**config.mk**
```make
export PLATFORM = sky130hd
export DESIGN_NAME = threshold_ctrl
export DESIGN_NICKNAME = d
export VERILOG_FILES = /design/src/rtl/threshold_pkg.sv /design/src/rtl/threshold_ctrl_divider.sv /design/src/rtl/threshold_ctrl.sv
export SDC_FILE = /design/constraint.sdc
export NUM_CORES = 1
export LEC_CHECK = 0
export ABC_AREA = 1
export CAP_MARGIN = 5
export CORE_ASPECT_RATIO = 1.5
export CORE_MARGIN = 5
export CORE_UTILIZATION = 52
export CTS_CLUSTER_DIAMETER = 80
export DETAILED_ROUTE_END_ITERATION = 7
export GPL_TIMING_DRIVEN = 0
export HOLD_SLACK_MARGIN = 0.02
export PLACE_DENSITY = 0.82
export SYNTH_ARGS = -nofsm -noshare
export SYNTH_HDL_FRONTEND = slang
export SYNTH_SLANG_ARGS = --single-unit
```
**constraint.sdc**
```tcl
create_clock -name clk -period 2.8 [get_ports clk]
set_input_delay 0.84 -clock clk [delete_from_list [all_inputs] [get_ports clk]]
set_output_delay 0.84 -clock clk [all_outputs]
set_load 0.005 [all_outputs]
```
**src/rtl/threshold_pkg.sv**
```systemverilog
// Shared types and helpers for the threshold filter configuration controller.
// Widths, FSM encoding, saturating add and unsigned clamp.
package threshold_pkg;

    typedef enum logic [1:0] {
        IDLE,
        DIVIDE,
        DONE
    } state_e;

    function automatic int sum_width(input int dw, input int pw);
        return dw + pw;
    endfunction

    // Operands wider than w bits are not expected; result saturates at 2^w-1.
    function automatic logic [63:0] sat_add(
        input logic [63:0] a,
        input logic [63:0] b,
        input int          w
    );
        logic [63:0] s;
        logic [63:0] m;
        m = (64'd1 << w) - 64'd1;
        s = a + b;
        return (s > m) ? m : s;
    endfunction

    function automatic logic [15:0] clamp_u(
        input logic signed [31:0] v,
        input int                 w
    );
        logic signed [31:0] hi;
        hi = (32'sd1 <<< w) - 32'sd1;
        if (v < 32'sd0) return 16'd0;
        if (v > hi) return hi[15:0];
        return v[15:0];
    endfunction

endpackage

```
**src/rtl/threshold_ctrl_divider.sv**
```systemverilog
// Unsigned restoring divider, one quotient bit per cycle, W cycles per result.
// done_o is high in the last iteration cycle; quotient_o is final after it.
module seq_divider #(
    parameter int W  = 30,
    parameter int QW = 8
) (
    input  logic          clk,
    input  logic          rst_n,
    input  logic          start_i,
    input  logic [W-1:0]  dividend_i,
    input  logic [W-1:0]  divisor_i,
    output logic          busy_o,
    output logic          done_o,
    output logic [QW-1:0] quotient_o
);
    localparam int CW = $clog2(W + 1);

    logic [W-1:0]  rem_q, rem_d;
    logic [W-1:0]  quo_q, quo_d;
    logic [W-1:0]  dvs_q, dvs_d;
    logic [CW-1:0] cnt_q, cnt_d;
    logic          busy_q, busy_d;
    logic [W:0]    trial;

    always_comb begin
        rem_d  = rem_q;
        quo_d  = quo_q;
        dvs_d  = dvs_q;
        cnt_d  = cnt_q;
        busy_d = busy_q;
        // partial remainder stays below divisor, so W+1 bits hold the sign
        trial  = {rem_q, quo_q[W-1]} - {1'b0, dvs_q};
        if (start_i && !busy_q) begin
            rem_d  = '0;
            quo_d  = dividend_i;
            dvs_d  = divisor_i;
            cnt_d  = CW'(W);
            busy_d = 1'b1;
        end else if (busy_q) begin
            if (trial[W]) begin
                rem_d = {rem_q[W-2:0], quo_q[W-1]};
                quo_d = {quo_q[W-2:0], 1'b0};
            end else begin
                rem_d = trial[W-1:0];
                quo_d = {quo_q[W-2:0], 1'b1};
            end
            cnt_d = cnt_q - CW'(1);
            if (cnt_q == CW'(1)) busy_d = 1'b0;
        end
    end

    always_ff @(posedge clk or negedge rst_n) begin
        if (!rst_n) begin
            rem_q  <= '0;
            quo_q  <= '0;
            dvs_q  <= '0;
            cnt_q  <= '0;
            busy_q <= 1'b0;
        end else begin
            rem_q  <= rem_d;
            quo_q  <= quo_d;
            dvs_q  <= dvs_d;
            cnt_q  <= cnt_d;
            busy_q <= busy_d;
        end
    end

    assign busy_o     = busy_q;
    assign done_o     = busy_q && (cnt_q == CW'(1));
    assign quotient_o = quo_q[QW-1:0];

endmodule

```
**src/rtl/threshold_ctrl.sv**
```systemverilog
// Frame-synchronous threshold/max configuration for the binary threshold filter.
// Measures each frame's mean on a passive stream tap and commits between frames.
module threshold_ctrl
    import threshold_pkg::*;
#(
    parameter int DATA_WIDTH = 8,
    parameter int PIX_CNT_W  = 22
) (
    input  logic                  clk,
    input  logic                  rst_n,
    input  logic                  mon_tvalid,
    input  logic                  mon_tready,
    input  logic [DATA_WIDTH-1:0] mon_tdata,
    input  logic                  mon_tlast,
    input  logic                  mon_tuser,
    input  logic                  cfg_auto,
    input  logic [DATA_WIDTH-1:0] cfg_manual_thr,
    input  logic [DATA_WIDTH:0]   cfg_offset,
    input  logic [DATA_WIDTH-1:0] cfg_max_value,
    input  logic [15:0]           cfg_height,
    output logic [DATA_WIDTH-1:0] threshold_value,
    output logic [DATA_WIDTH-1:0] max_value,
    output logic [DATA_WIDTH-1:0] mean_value,
    output logic                  busy,
    output logic                  frame_done,
    output logic                  frame_err,
    output logic                  overrun
);
    localparam int SUM_W = sum_width(DATA_WIDTH, PIX_CNT_W);

    state_e                state_q, state_d;
    logic                  active_q, active_d;
    logic [SUM_W-1:0]      sum_q, sum_d, sum_cur;
    logic [PIX_CNT_W-1:0]  cnt_q, cnt_d, cnt_cur;
    logic [15:0]           line_q, line_d, line_cur, hmax;
    logic [16:0]           line_nxt;
    logic                  pend_q, pend_d;
    logic [DATA_WIDTH-1:0] thr_q, thr_d;
    logic [DATA_WIDTH-1:0] maxv_q, maxv_d;
    logic [DATA_WIDTH-1:0] mean_q, mean_d;
    logic                  done_q, done_d;
    logic                  err_q, err_d;
    logic                  ovr_q, ovr_d;
    logic [DATA_WIDTH-1:0] man_prev_q, max_prev_q;
    logic                  auto_prev_q;

    logic beat, sof, acc, counted, eof, commit, man_set;
    logic div_start, div_busy, div_done;
    logic [DATA_WIDTH-1:0]   div_quo, next_thr;
    logic signed [DATA_WIDTH+1:0] thr_sum;
    logic [31:0]             thr_ext;

    assign beat     = mon_tvalid && mon_tready;
    assign sof      = beat && mon_tuser;
    assign acc      = beat && !mon_tuser && active_q;
    assign counted  = sof || acc;
    assign hmax     = (cfg_height == 16'd0) ? 16'd1 : cfg_height;
    assign line_cur = sof ? 16'd0 : line_q;
    assign line_nxt = {1'b0, line_cur} + 17'd1;
    assign eof      = counted && mon_tlast && (line_nxt == {1'b0, hmax});

    assign sum_cur = sof ? SUM_W'(mon_tdata)
                         : SUM_W'(sat_add(64'(sum_q), 64'(mon_tdata), SUM_W));
    assign cnt_cur = sof ? PIX_CNT_W'(1)
                         : PIX_CNT_W'(sat_add(64'(cnt_q), 64'd1, PIX_CNT_W));

    assign thr_sum  = $signed({2'b00, mean_q})
                    + $signed({cfg_offset[DATA_WIDTH], cfg_offset});
    assign thr_ext  = {{(30 - DATA_WIDTH){thr_sum[DATA_WIDTH+1]}}, thr_sum};
    assign next_thr = DATA_WIDTH'(clamp_u(thr_ext, DATA_WIDTH));

    // any manual-side edit, including leaving or entering manual mode
    assign man_set = ((cfg_manual_thr != man_prev_q)
                   || (cfg_max_value != max_prev_q)
                   || (cfg_auto != auto_prev_q))
                   && (!cfg_auto || !auto_prev_q);
    assign commit  = pend_q && !active_q && !sof;

    seq_divider #(
        .W (SUM_W),
        .QW(DATA_WIDTH)
    ) u_div (
        .clk       (clk),
        .rst_n     (rst_n),
        .start_i   (div_start),
        .dividend_i(sum_cur),
        .divisor_i (SUM_W'(cnt_cur)),
        .busy_o    (div_busy),
        .done_o    (div_done),
        .quotient_o(div_quo)
    );

    always_comb begin
        state_d   = state_q;
        active_d  = active_q;
        sum_d     = sum_q;
        cnt_d     = cnt_q;
        line_d    = line_q;
        pend_d    = pend_q;
        thr_d     = thr_q;
        maxv_d    = maxv_q;
        mean_d    = mean_q;
        done_d    = 1'b0;
        err_d     = 1'b0;
        ovr_d     = 1'b0;
        div_start = 1'b0;

        if (sof) begin
            err_d    = active_q;
            active_d = 1'b1;
            sum_d    = sum_cur;
            cnt_d    = cnt_cur;
            line_d   = 16'd0;
        end else if (acc) begin
            sum_d = sum_cur;
            cnt_d = cnt_cur;
        end
        if (counted && mon_tlast) begin
            if (eof) active_d = 1'b0;
            else     line_d   = line_nxt[15:0];
        end

        unique case (state_q)
            IDLE: begin
                if (eof) begin
                    div_start = 1'b1;
                    state_d   = DIVIDE;
                end
            end
            DIVIDE: begin
                ovr_d = eof;
                if (div_done) state_d = DONE;
            end
            DONE: begin
                ovr_d   = eof;
                mean_d  = div_quo;
                done_d  = 1'b1;
                state_d = IDLE;
            end
            default: state_d = IDLE;
        endcase

        if (commit) begin
            thr_d  = cfg_auto ? next_thr : cfg_manual_thr;
            maxv_d = cfg_max_value;
            pend_d = 1'b0;
        end
        if (state_q == DONE || man_set) pend_d = 1'b1;
    end

    always_ff @(posedge clk or negedge rst_n) begin
        if (!rst_n) begin
            state_q     <= IDLE;
            active_q    <= 1'b0;
            sum_q       <= '0;
            cnt_q       <= '0;
            line_q      <= '0;
            pend_q      <= 1'b0;
            thr_q       <= '0;
            maxv_q      <= '0;
            mean_q      <= '0;
            done_q      <= 1'b0;
            err_q       <= 1'b0;
            ovr_q       <= 1'b0;
            man_prev_q  <= '0;
            max_prev_q  <= '0;
            auto_prev_q <= 1'b0;
        end else begin
            state_q     <= state_d;
            active_q    <= active_d;
            sum_q       <= sum_d;
            cnt_q       <= cnt_d;
            line_q      <= line_d;
            pend_q      <= pend_d;
            thr_q       <= thr_d;
            maxv_q      <= maxv_d;
            mean_q      <= mean_d;
            done_q      <= done_d;
            err_q       <= err_d;
            ovr_q       <= ovr_d;
            man_prev_q  <= cfg_manual_thr;
            max_prev_q  <= cfg_max_value;
            auto_prev_q <= cfg_auto;
        end
    end

    assign threshold_value = thr_q;
    assign max_value       = maxv_q;
    assign mean_value      = mean_q;
    assign busy            = div_busy;
    assign frame_done      = done_q;
    assign frame_err       = err_q;
    assign overrun         = ovr_q;

endmodule

```
==> flow_summary.yaml, run 1 <==
run_status:
  status: "complete, but fails checks"
  violations: "negative setup slack"
grt:
  grt_max_degree: 118
  grt_pass1_wl_um: 64340
  antenna_found_initial: 0
  grtUsageMet2_pct: 50.77
  use_met3_pct: 2.697
  gr-total-overflow: 0
  busiest_layer: "met2"
  grt_pass1_vias: 13240
  use_met1_pct: 29.61
  grt.total_usage_pct: 27.35
yosys:
  ys.flop_type: "dfrtp_1"
  synth_nets: 1930
  synth.distinct_cells: 52
  yosys_warnings: 0
  syn_area_um2: 13260
  avgSynthCellArea_um2: 7.272
  ys_seq_area_share_pct: 38.51
  async_flop_share_pct: 100.0
  netlist_instances: 1823
  synth-seq-cells: 204
  synth_edf_count: 0
pwr:
  pwr_density_cell_nw_per_um2: 484.4
  finalPower_mw: 8.245
  vdd_drop_max_mv: 0.4308
  power_leakage_nw: 8.025
route:
  drc: 0
  drtPass1Iterations: 6
  drt-initial-drc-count: 1159
  via_per_inst: 5.768
  wl_per_cell_um: 18.62
  vias: 13470
  totalWireLength_um: 43510
  antenna_left: 0
timing:
  rsz0062_at_grt: "true"
  hold_slack_ps: 293.5
  relSlewSlack_pct: 51.70
  finalHoldViolations: 0
  clock_skew_ps: 24.01
  fmax_mhz: 303.8
  worst-slew-pin-transition_ps: 724.6
  slew_viol_final: 0
  tns_ps: -39680
  fin_crit_sh_pct: 117.5
  setup_viol_count_final: 106
  fin_ws_ps: -491.3
  finalCriticalPeriod_ps: 3291
setup_path:
  rr_worst_depth: 14
  crit_path_end_kind: "flip-flop"
  critPathKind: "in2reg"
  start_kind: "input pin"
  cp.required_ps: 3200
  path_max_fanout: 6
  critical_path_arrival_ps: 3700
floorplanning:
  start_util_pct: 52.73
  rows: 71
  die_x_um: 140.4
  die_h_um: 205.6
  dieArea_um2: 28850
  io_pins: 84
  core_um2: 25140
finish:
  nets: 2100
  diodes: 0
  design_area_um2: 17020
  fin_cells: 2336
  utilization_pct: 67.70
  drive_gt1_share_pct: 17.63
  synthToLayoutAreaGrowth_pct: 28.38
  fillers: 1960
place:
  gp_congestion: 1.011
  dpl_cell_area_um2: 14660
  dp_cells: 2235
  dp_hpwl_um: 29110
  place_ws_ps: -1934
  port_buffers: 83
flow_run:
  cap_violations: 0
clock_network:
  cts_made_buffers: 21
  clock-root-buffer: "clkbuf_16"
  clk_path_buf_depth: 3
  cts_max_level: 1
  tritoncts: "done"
  cts_hold_buf: 0
  clk_latency_ps: 520
  clk_pin_slew_ps: 70
  clkSinkCount: 204
min_path:
  hold_path_class: "in2async"
[flip-flops by register name, summed over array words and instances, names as in the netlist, 2 cells and up]
register	count
sum_q	30
state_q	2
threshold_value	8
man_prev_q	8
cnt_q	22
line_q	16
u_div.dvs_q	22
max_prev_q	8
u_div.rem_q	30
mean_value	8
max_value	8
u_div.quo_q	30
u_div.cnt_q	5
[cell usage after synthesis, types with 25 or more instances]
cell type  number  area [um^2]
nand2_1       566         2125
inv_1         215        807.0
dfrtp_1       204         5105
nand3_1       129        645.6
nor2_1        123        461.7
o21ai_0       113        565.5
a21oi_1        75        375.4
xor2_1         53        464.2
ha_1           48        600.6
xnor2_1        35        306.5
o21ai_1        34        170.2
nand4_1        32        200.2
clkbuf_1       25        93.84
[critical path, cell delays in order]
cell	delay, ps
buf_6	100
nand3_4	90
buf_12	110
buf_12	90
clkbuf_16	130
nand2_4	50
inv_4	60
ha_4	130
nand2_2	40
inv_2	60
nand3_4	120
nor2_8	230
buf_6	130
nand4_1	80
nand2_2	150
nor2_4	60
nor2_2	100
nand2_2	70
nor2_4	200
nand3_4	200
nor2_4	310
clkbuf_16	200
nand2_1	50
nand2_1	60
inv_1	40
[where the power goes]
part	internal [mW]	switching, mW	total [mW]	leakage [nW]
sequential	3.14	0.214	3.35	2.41
combinational	0.765	1.17	1.93	5.26
clock	1.71	1.25	2.96	0.355
total	5.62	2.63	8.24	8.02
[cells in the final DEF, fill, tap and decap left out, types with 27 or more instances in the layout]
cell and count:
ha_1 39, buf_4 32, nor2_1 112, clkbuf_16 27
o21ai_2 27, a21oi_1 69, nand4_1 32, xnor2_1 34
nand3_1 116, clkdlybuf4s50_1 73, dfrtp_1 202, nand2_2 64
buf_6 29, xor2_1 50, o21ai_1 40, o21ai_0 82
inv_1 206, nand2_1 483
[worst paths after layout]
check                                                   end                   startpoint  slack (ps)
worst max-delay path            u_div.dvs_q[11]$_DFFE_PN0P_                   mon_tready        -490
worst min-delay path                man_prev_q[1]$_DFF_PN0_                        rst_n         290
worst max register to register  u_div.rem_q[20]$_DFFE_PN0P_  u_div.quo_q[29]$_DFFE_PN0P_        -390
min in group clk                   max_value[3]$_DFFE_PN0P_     max_value[3]$_DFFE_PN0P_         480
worst min register to register     max_value[3]$_DFFE_PN0P_     max_value[3]$_DFFE_PN0P_         480
max in group asynchronous              cnt_q[0]$_DFFE_PN0N_                        rst_n        1430
[cell type report]
class / count / area [um^2] / area share, %
multi-input combinational: 1342 / 7866 / 46.22
sequential: 204 / 5107 / 30.01
timing repair buffer: 146 / 1568 / 9.211
inverter: 222 / 854.6 / 5.021
clock buffer: 28 / 601.8 / 3.536
buffer: 56 / 490.5 / 2.882
tap: 328 / 410.4 / 2.411
clock inverter: 10 / 121.4 / 0.7131
[kinds of logic after synthesis]
group                    Yosys count  synth area share (%)
AND/OR/NAND/NOR                  928                 30.57
flip-flops                       204                 38.51
XOR/XNOR                          91                 6.229
buffers and inverters            279                 8.701
adder cells (fa/ha/maj)           51                 4.983
AO/OA/AOI/OAI                    270                 11.01
[routing by layer]
layer	share of wire [%]	vias up	routed length [um]
met4	7.8	0	3390
met3	5.5	235	2397
li1	-	6213	-
met5	0	-	0
met2	52	649	22570
met1	35	6376	15150
[repair_timing]
action / in CTS / in global routing
gates resized for setup: 150 / 168
pin swaps: 30 / 66
setup buffers: 44 / 17
cloned: 6 / 7
setup endpoints to repair: 147 / 165
(Power assumes the default switching activity.)
==> run 2: changes to the inputs <==
--- a/config.mk
+++ b/config.mk
@@ -11,6 +11,7 @@
 export CORE_MARGIN = 5
 export CORE_UTILIZATION = 52
 export CTS_CLUSTER_DIAMETER = 80
+export CTS_CLUSTER_SIZE = 12
 export DETAILED_ROUTE_END_ITERATION = 7
 export GPL_TIMING_DRIVEN = 0
 export HOLD_SLACK_MARGIN = 0.02
==> run 2 against run 1 <==
Net effect: final cell count decreased by 1.3%; clock skew decreased by 3.8 ps; the run still ends with negative setup slack left; hold slack improved by 22 ps; critical path depth decreased by 3; maximum frequency about the same; largest power group unchanged.
==> flow_summary.yaml, run 2 (synthesized netlist as in run 1, its figures left out) <==
setup_path:
  slowest_stage: "nor2_8"
  path_max_fanout: 7
  crit_top_cell: "nand3_4"
  critPathKind: "in2reg"
  cp.required_ps: 3200
  crit_path_cell_trace: "buf_6, nand3_4, buf_12, buf_12, clkbuf_16, nand2_4, inv_4, ha_4, nand2_2, inv_2, nand3_4, nor2_8, xor2_4, xor2_2, nand3_2, nor2_4, nand3_4, nor2_8, buf_8, nand2_1, nand3_1, nand2_1"
  start_kind: "input pin"
  critPathTopFamily: "simple AND/OR/NAND/NOR gates"
  critical_path_arrival_ps: 3690
  slowest_delay_ps: 260
  cp_num_buf_inv: 7
  crit_path_end_kind: "flip-flop"
clock_network:
  cts_made_buffers: 20
  clk_path_buf_depth: 3
  tritoncts: "done"
  clk_pin_slew_ps: 60
  clk_latency_ps: 510
  cts_max_level: 1
  clkSinkCount: 204
  clock-root-buffer: "clkbuf_16"
pwr:
  p_comb_share_pct: 24.9
  power_leakage_nw: 7.776
  swShare_pct: 32.15
  p_clk_share_pct: 31.6
  intPower_mw: 5.225
  seqPwrFrac_pct: 43.5
  power_switching_mw: 2.476
  pwr_density_cell_nw_per_um2: 476.3
  vdd_drop_max_mv: 0.3542
route:
  totalWireLength_um: 40130
  drc: 0
  wl_per_cell_um: 17.41
  via_per_inst: 5.585
  vias: 12870
  drt-initial-drc-count: 917
  antenna_left: 0
  drtPass1Iterations: 6
floorplanning:
  start_util_pct: 52.73
  dieArea_um2: 28850
  io_pins: 84
  core_um2: 25140
  rows: 71
  die_x_um: 140.4
  die_h_um: 205.6
place:
  place_ws_ps: -1934
  dp_hpwl_um: 29110
  dp_cells: 2235
  port_buffers: 83
  dpl_cell_area_um2: 14660
  gp_congestion: 1.011
finish:
  synthToLayoutAreaGrowth_pct: 21.97
  fillers: 2132
  utilization_pct: 64.32
  regArea_um2: 5109
  nets: 2085
  diodes: 0
  fin_cells: 2305
  multi_input_area_um2: 7490
  layout_commonest_cell: "nand2_1"
  drive_gt1_share_pct: 12.14
  design_area_um2: 16170
  largestRegisters: "sum_q: 30 flops, u_div.quo_q: 30 flops, u_div.rem_q: 30 flops"
  final_cell_mix: "nand2_1, inv_1, dfrtp_1, nand3_1, nor2_1"
timing:
  rsz0062_at_grt: "true"
  finalCriticalPeriod_ps: 3293
  relSlewSlack_pct: 52.87
  finalHoldViolations: 0
  fin_crit_sh_pct: 117.6
  worst-slew-pin-transition_ps: 707.0
  clock_skew_ps: 20.24
  slew_viol_final: 0
  fmax_mhz: 303.7
  fin_ws_ps: -493.0
  setup_viol_count_final: 107
min_path:
  hold_path_class: "in2async"
grt:
  antenna_found_initial: 0
  grt_pass1_wl_um: 63420
  grt_pass1_vias: 13150
  grt_max_degree: 118
  gr-total-overflow: 0
  grt.total_usage_pct: 26.86
flow_run:
  cap_violations: 0
run_status:
  status: "complete, but fails checks"
  violations: "negative setup slack"
[run 2: cell count changes in the layout (fill, tap and decap cells not counted), sizes merged]
| cell | change |
|---|---|
| inv | -2 |
| buf | -10 |
| nand4 | +1 |
| bufinv | -2 |
| clkinvlp | -1 |
| clkbuf | -9 |
| dlygate4sd2 | -1 |
| clkinv | -5 |
| nor2 | -1 |
| nand2 | -1 |
[run 2: layout make-up]
| cell class | count | share of cell area, % |
|---|---|---|
| multi-input combinational | 1341 | 46.32 |
| buffer | 56 | 2.956 |
| timing repair buffer | 133 | 8.132 |
| sequential | 204 | 31.59 |
| clock buffer | 21 | 3.250 |
| tap | 328 | 2.538 |
| inverter | 222 | 5.215 |
[run 2: power by group through the flow]
stage / combinational, mW / clock (mW) / sequential [mW]
floorplan: 1.10 / 0 / 3.32
global placement: 1.55 / 0 / 3.36
detailed placement: 1.61 / 0 / 3.37
CTS: 1.74 / 2.45 / 3.32
global route: 2.11 / 2.55 / 3.37
finish: 1.92 / 2.43 / 3.35
[run 2: what timing repair did]
action	CTS	global route
gates cloned	2	3
pin swaps	35	35
resized for setup	106	84
setup endpoints to repair	146	165
setup buffers	36	17
hold buffers	0	0
[run 2: metal layers]
layer / vias to the layer above / track usage [%] / share of wire (%)
met5: - / 0 / 0
met4: 0 / 14.47 / 5.4
met3: 150 / 2.906 / 5.2
met2: 490 / 50.96 / 53
met1: 6047 / 28.86 / 37
li1: 6187 / - / -
[run 2: worst paths after layout]
check / depth (start not counted) / slack [ps] / from / to
setup / recovery: 22 / -490 / mon_tuser / u_div.quo_q[14]$_DFFE_PN0P_
hold / removal: 1 / 320 / rst_n / threshold_value[1]$_DFFE_PN0P_
setup reg to reg: 13 / -260 / u_div.rem_q[16]$_DFFE_PN0P_ / u_div.rem_q[17]$_DFFE_PN0P_
hold reg to reg: 2 / 480 / max_value[3]$_DFFE_PN0P_ / max_value[3]$_DFFE_PN0P_
max in group asynchronous: 2 / 1440 / rst_n / cnt_q[0]$_DFFE_PN0N_
min in group clk: 2 / 480 / max_value[3]$_DFFE_PN0P_ / max_value[3]$_DFFE_PN0P_
[run 2: through the flow]
stage | setup TNS [ps] | hold WS [ps] | total power, mW
after detailed placement | -237490 | 465.2 | 4.977
after global routing | -52180 | 373.4 | 8.031
after global placement | -1811530 | 462.6 | 4.907
final | -41570 | 315.2 | 7.702
after floorplan | -63870 | 441.9 | 4.423
after CTS | -38700 | 348.3 | 7.508
==> run 3: changes to the inputs <==
--- a/config.mk
+++ b/config.mk
@@ -8,7 +8,7 @@
 export ABC_AREA = 1
 export CAP_MARGIN = 5
 export CORE_ASPECT_RATIO = 1.5
-export CORE_MARGIN = 5
+export CORE_MARGIN = 3
 export CORE_UTILIZATION = 52
 export CTS_CLUSTER_DIAMETER = 80
 export CTS_CLUSTER_SIZE = 12
==> constraint.sdc (replaced) <==
create_clock -name clk -period 3.4 [get_ports clk]
set_input_delay 1.02 -clock clk [delete_from_list [all_inputs] [get_ports clk]]
set_output_delay 1.02 -clock clk [all_outputs]
set_load 0.005 [all_outputs]
==> run 3 against run 2 <==
Net effect: the flow now finishes without violations; count of clock-buffer cells in the layout unchanged; combinational power is 23% lower; clock power decreased by 18%.
==> flow_summary.yaml, run 3 (synthesized netlist as in run 1, its figures left out) <==
clock_network:
  cts_made_buffers: 20
  clk_path_buf_depth: 3
  clkSinkCount: 204
  cts_max_level: 1
  tritoncts: "done"
  clk_pin_slew_ps: 70
  clk_latency_ps: 500
  clock-root-buffer: "clkbuf_16"
floorplanning:
  die_x_um: 136.4
  io_pins: 84
  core_um2: 25050
  dieArea_um2: 27490
  rows: 71
  start_util_pct: 52.92
  die_h_um: 201.6
finish:
  multi_input_area_um2: 7213
  synthToLayoutAreaGrowth_pct: 17.56
  nets: 2066
  utilization_pct: 62.22
  fillers: 2250
  largestRegisters: "sum_q: 30 flops, u_div.quo_q: 30 flops, u_div.rem_q: 30 flops"
  drive_gt1_share_pct: 8.529
  diodes: 0
  final_cell_mix: "nand2_1, inv_1, dfrtp_1, nand3_1, nor2_1"
  regArea_um2: 5105
  design_area_um2: 15590
  layout_commonest_cell: "nand2_1"
setup_path:
  start_kind: "input pin"
  cp-startpoint: "mon_tready"
  cp_num_buf_inv: 7
  path_max_fanout: 7
  critPathKind: "in2reg"
  critical_path_arrival_ps: 3690
  r2r_start: "u_div.quo_q[29]$_DFFE_PN0P_"
  crit_path_cell_trace: "buf_4, nand3_4, buf_6, nand2_8, inv_6, ha_4, nand2_2, inv_2, nand3_4, nor2_8, buf_4, xor2_4, xor2_2, nand3_2, nor2_4, nand3_4, nor2_8, buf_6, buf_6, nand2_1, o211ai_1"
  crit_path_end_kind: "flip-flop"
  slowest_delay_ps: 230
  cp.required_ps: 3800
  slowest_stage: "xor2_2"
  critPathTopFamily: "simple AND/OR/NAND/NOR gates"
route:
  drc: 0
  antenna_left: 0
  drtPass1Iterations: 6
  totalWireLength_um: 38840
  wl_per_cell_um: 16.99
  via_per_inst: 5.545
  vias: 12680
  drt-initial-drc-count: 826
place:
  dp_hpwl_um: 29530
  port_buffers: 83
  gp_congestion: 0.9494
  place_ws_ps: -1493
  dpl_cell_area_um2: 14630
grt:
  grt.total_usage_pct: 28.20
  grt_max_degree: 105
  gr-total-overflow: 0
  grt_pass1_vias: 12780
  antenna_found_initial: 0
  grt_pass1_wl_um: 62410
flow_run:
  cap_violations: 0
min_path:
  hold_path_class: "reg2reg"
  min_from: "u_div.quo_q[14]$_DFFE_PN0P_"
pwr:
  pwr_density_cell_nw_per_um2: 398.2
  intPower_mw: 4.245
  power_leakage_nw: 7.516
  vdd_drop_max_mv: 0.3208
  swShare_pct: 31.59
  seqPwrFrac_pct: 44.2
  p_comb_share_pct: 23.7
  p_clk_share_pct: 32.1
  power_switching_mw: 1.961
timing:
  finalCriticalPeriod_ps: 3295
  setup_viol_count_final: 0
  finalHoldViolations: 0
  clock_skew_ps: 21.54
  slew_viol_final: 0
  fin_crit_sh_pct: 96.91
  relSlewSlack_pct: 46.78
  fin_ws_ps: 104.9
  fmax_mhz: 303.5
  worst-slew-pin-transition_ps: 798.2
run_status:
  status: "complete, no violations"
## run 3: stage by stage
| step | std cells | total power [mW] | setup TNS (ps) | hold slack, ps |
|---|---|---|---|---|
| after detailed placement | 2235 | 4.085 | -177430 | 462.7 |
| after global routing | 2286 | 6.505 | -86.74 | 498.4 |
| after floorplan | 1823 | 3.631 | -18840 | 441.9 |
| after global placement | 2234 | 4.035 | -1661030 | 462.7 |
| final | 2286 | 6.206 | 0 | 481.6 |
| after CTS | 2277 | 6.133 | -48.85 | 483.8 |
## run 3: power by group through the flow
stage                     combinational [mW]  clock (mW)  sequential [mW]
after floorplan                        0.897           0             2.73
after global placement                  1.27           0             2.77
after detailed placement                1.31           0             2.77
after CTS                               1.38        2.02             2.73
after global routing                    1.63        2.11             2.76
final                                   1.47        1.99             2.74
## run 3: what timing repair did
| action | 4_1_cts | 5_1_grt |
|---|---|---|
| buffers inserted | 21 | 10 |
| cloned | 2 | 1 |
| endpoints found under the setup margin | 138 | 133 |
| hold endpoints to repair | 0 | 0 |
| gates resized for setup | 54 | 27 |
| pin swaps | 22 | 22 |
| hold buffers | 0 | 0 |
## run 3: layout make-up
cell class / instances / area share (%)
Buffer: 53 / 2.200
Clock buffer: 21 / 3.372
Inverter: 222 / 5.411
Multi-Input combinational cell: 1340 / 46.28
Sequential cell: 204 / 32.75
Tap cell: 328 / 2.633
Timing Repair Buffer: 118 / 7.353
## run 3: metal layers
metal / track usage (%) / part of all wire, % / up-vias
met3: 3.477 / 5.0 / 139
met4: 14.34 / 5.4 / 0
li1: - / - / 6136
met1: 30.18 / 37 / 5955
met5: 0 / 0 / -
met2: 53.08 / 53 / 445
## run 3: path summary, 6_finish.rpt
kind | to | slack, ps | depth (start not counted)
setup reg to reg | u_div.rem_q[14]$_DFFE_PN0P_ | 330 | 15
setup / recovery | u_div.quo_q[25]$_DFFE_PN0P_ | 100 | 21
max in group asynchronous | u_div.rem_q[3]$_DFFE_PN0P_ | 1830 | 2
min in group asynchronous | man_prev_q[0]$_DFF_PN0_ | 570 | 1
hold / removal | u_div.quo_q[14]$_DFFE_PN0P_ | 480 | 2
hold reg to reg | u_div.quo_q[14]$_DFFE_PN0P_ | 480 | 2
## run 3: worst reg2reg max path, delay by kind of cell (launching register included)
family / cells / cell delay [ps]
buf+inv: 3 / 600
simple gates: 8 / 1040
fa+ha+maj: 2 / 460
compound gates: 2 / 460
flops: 1 / 390
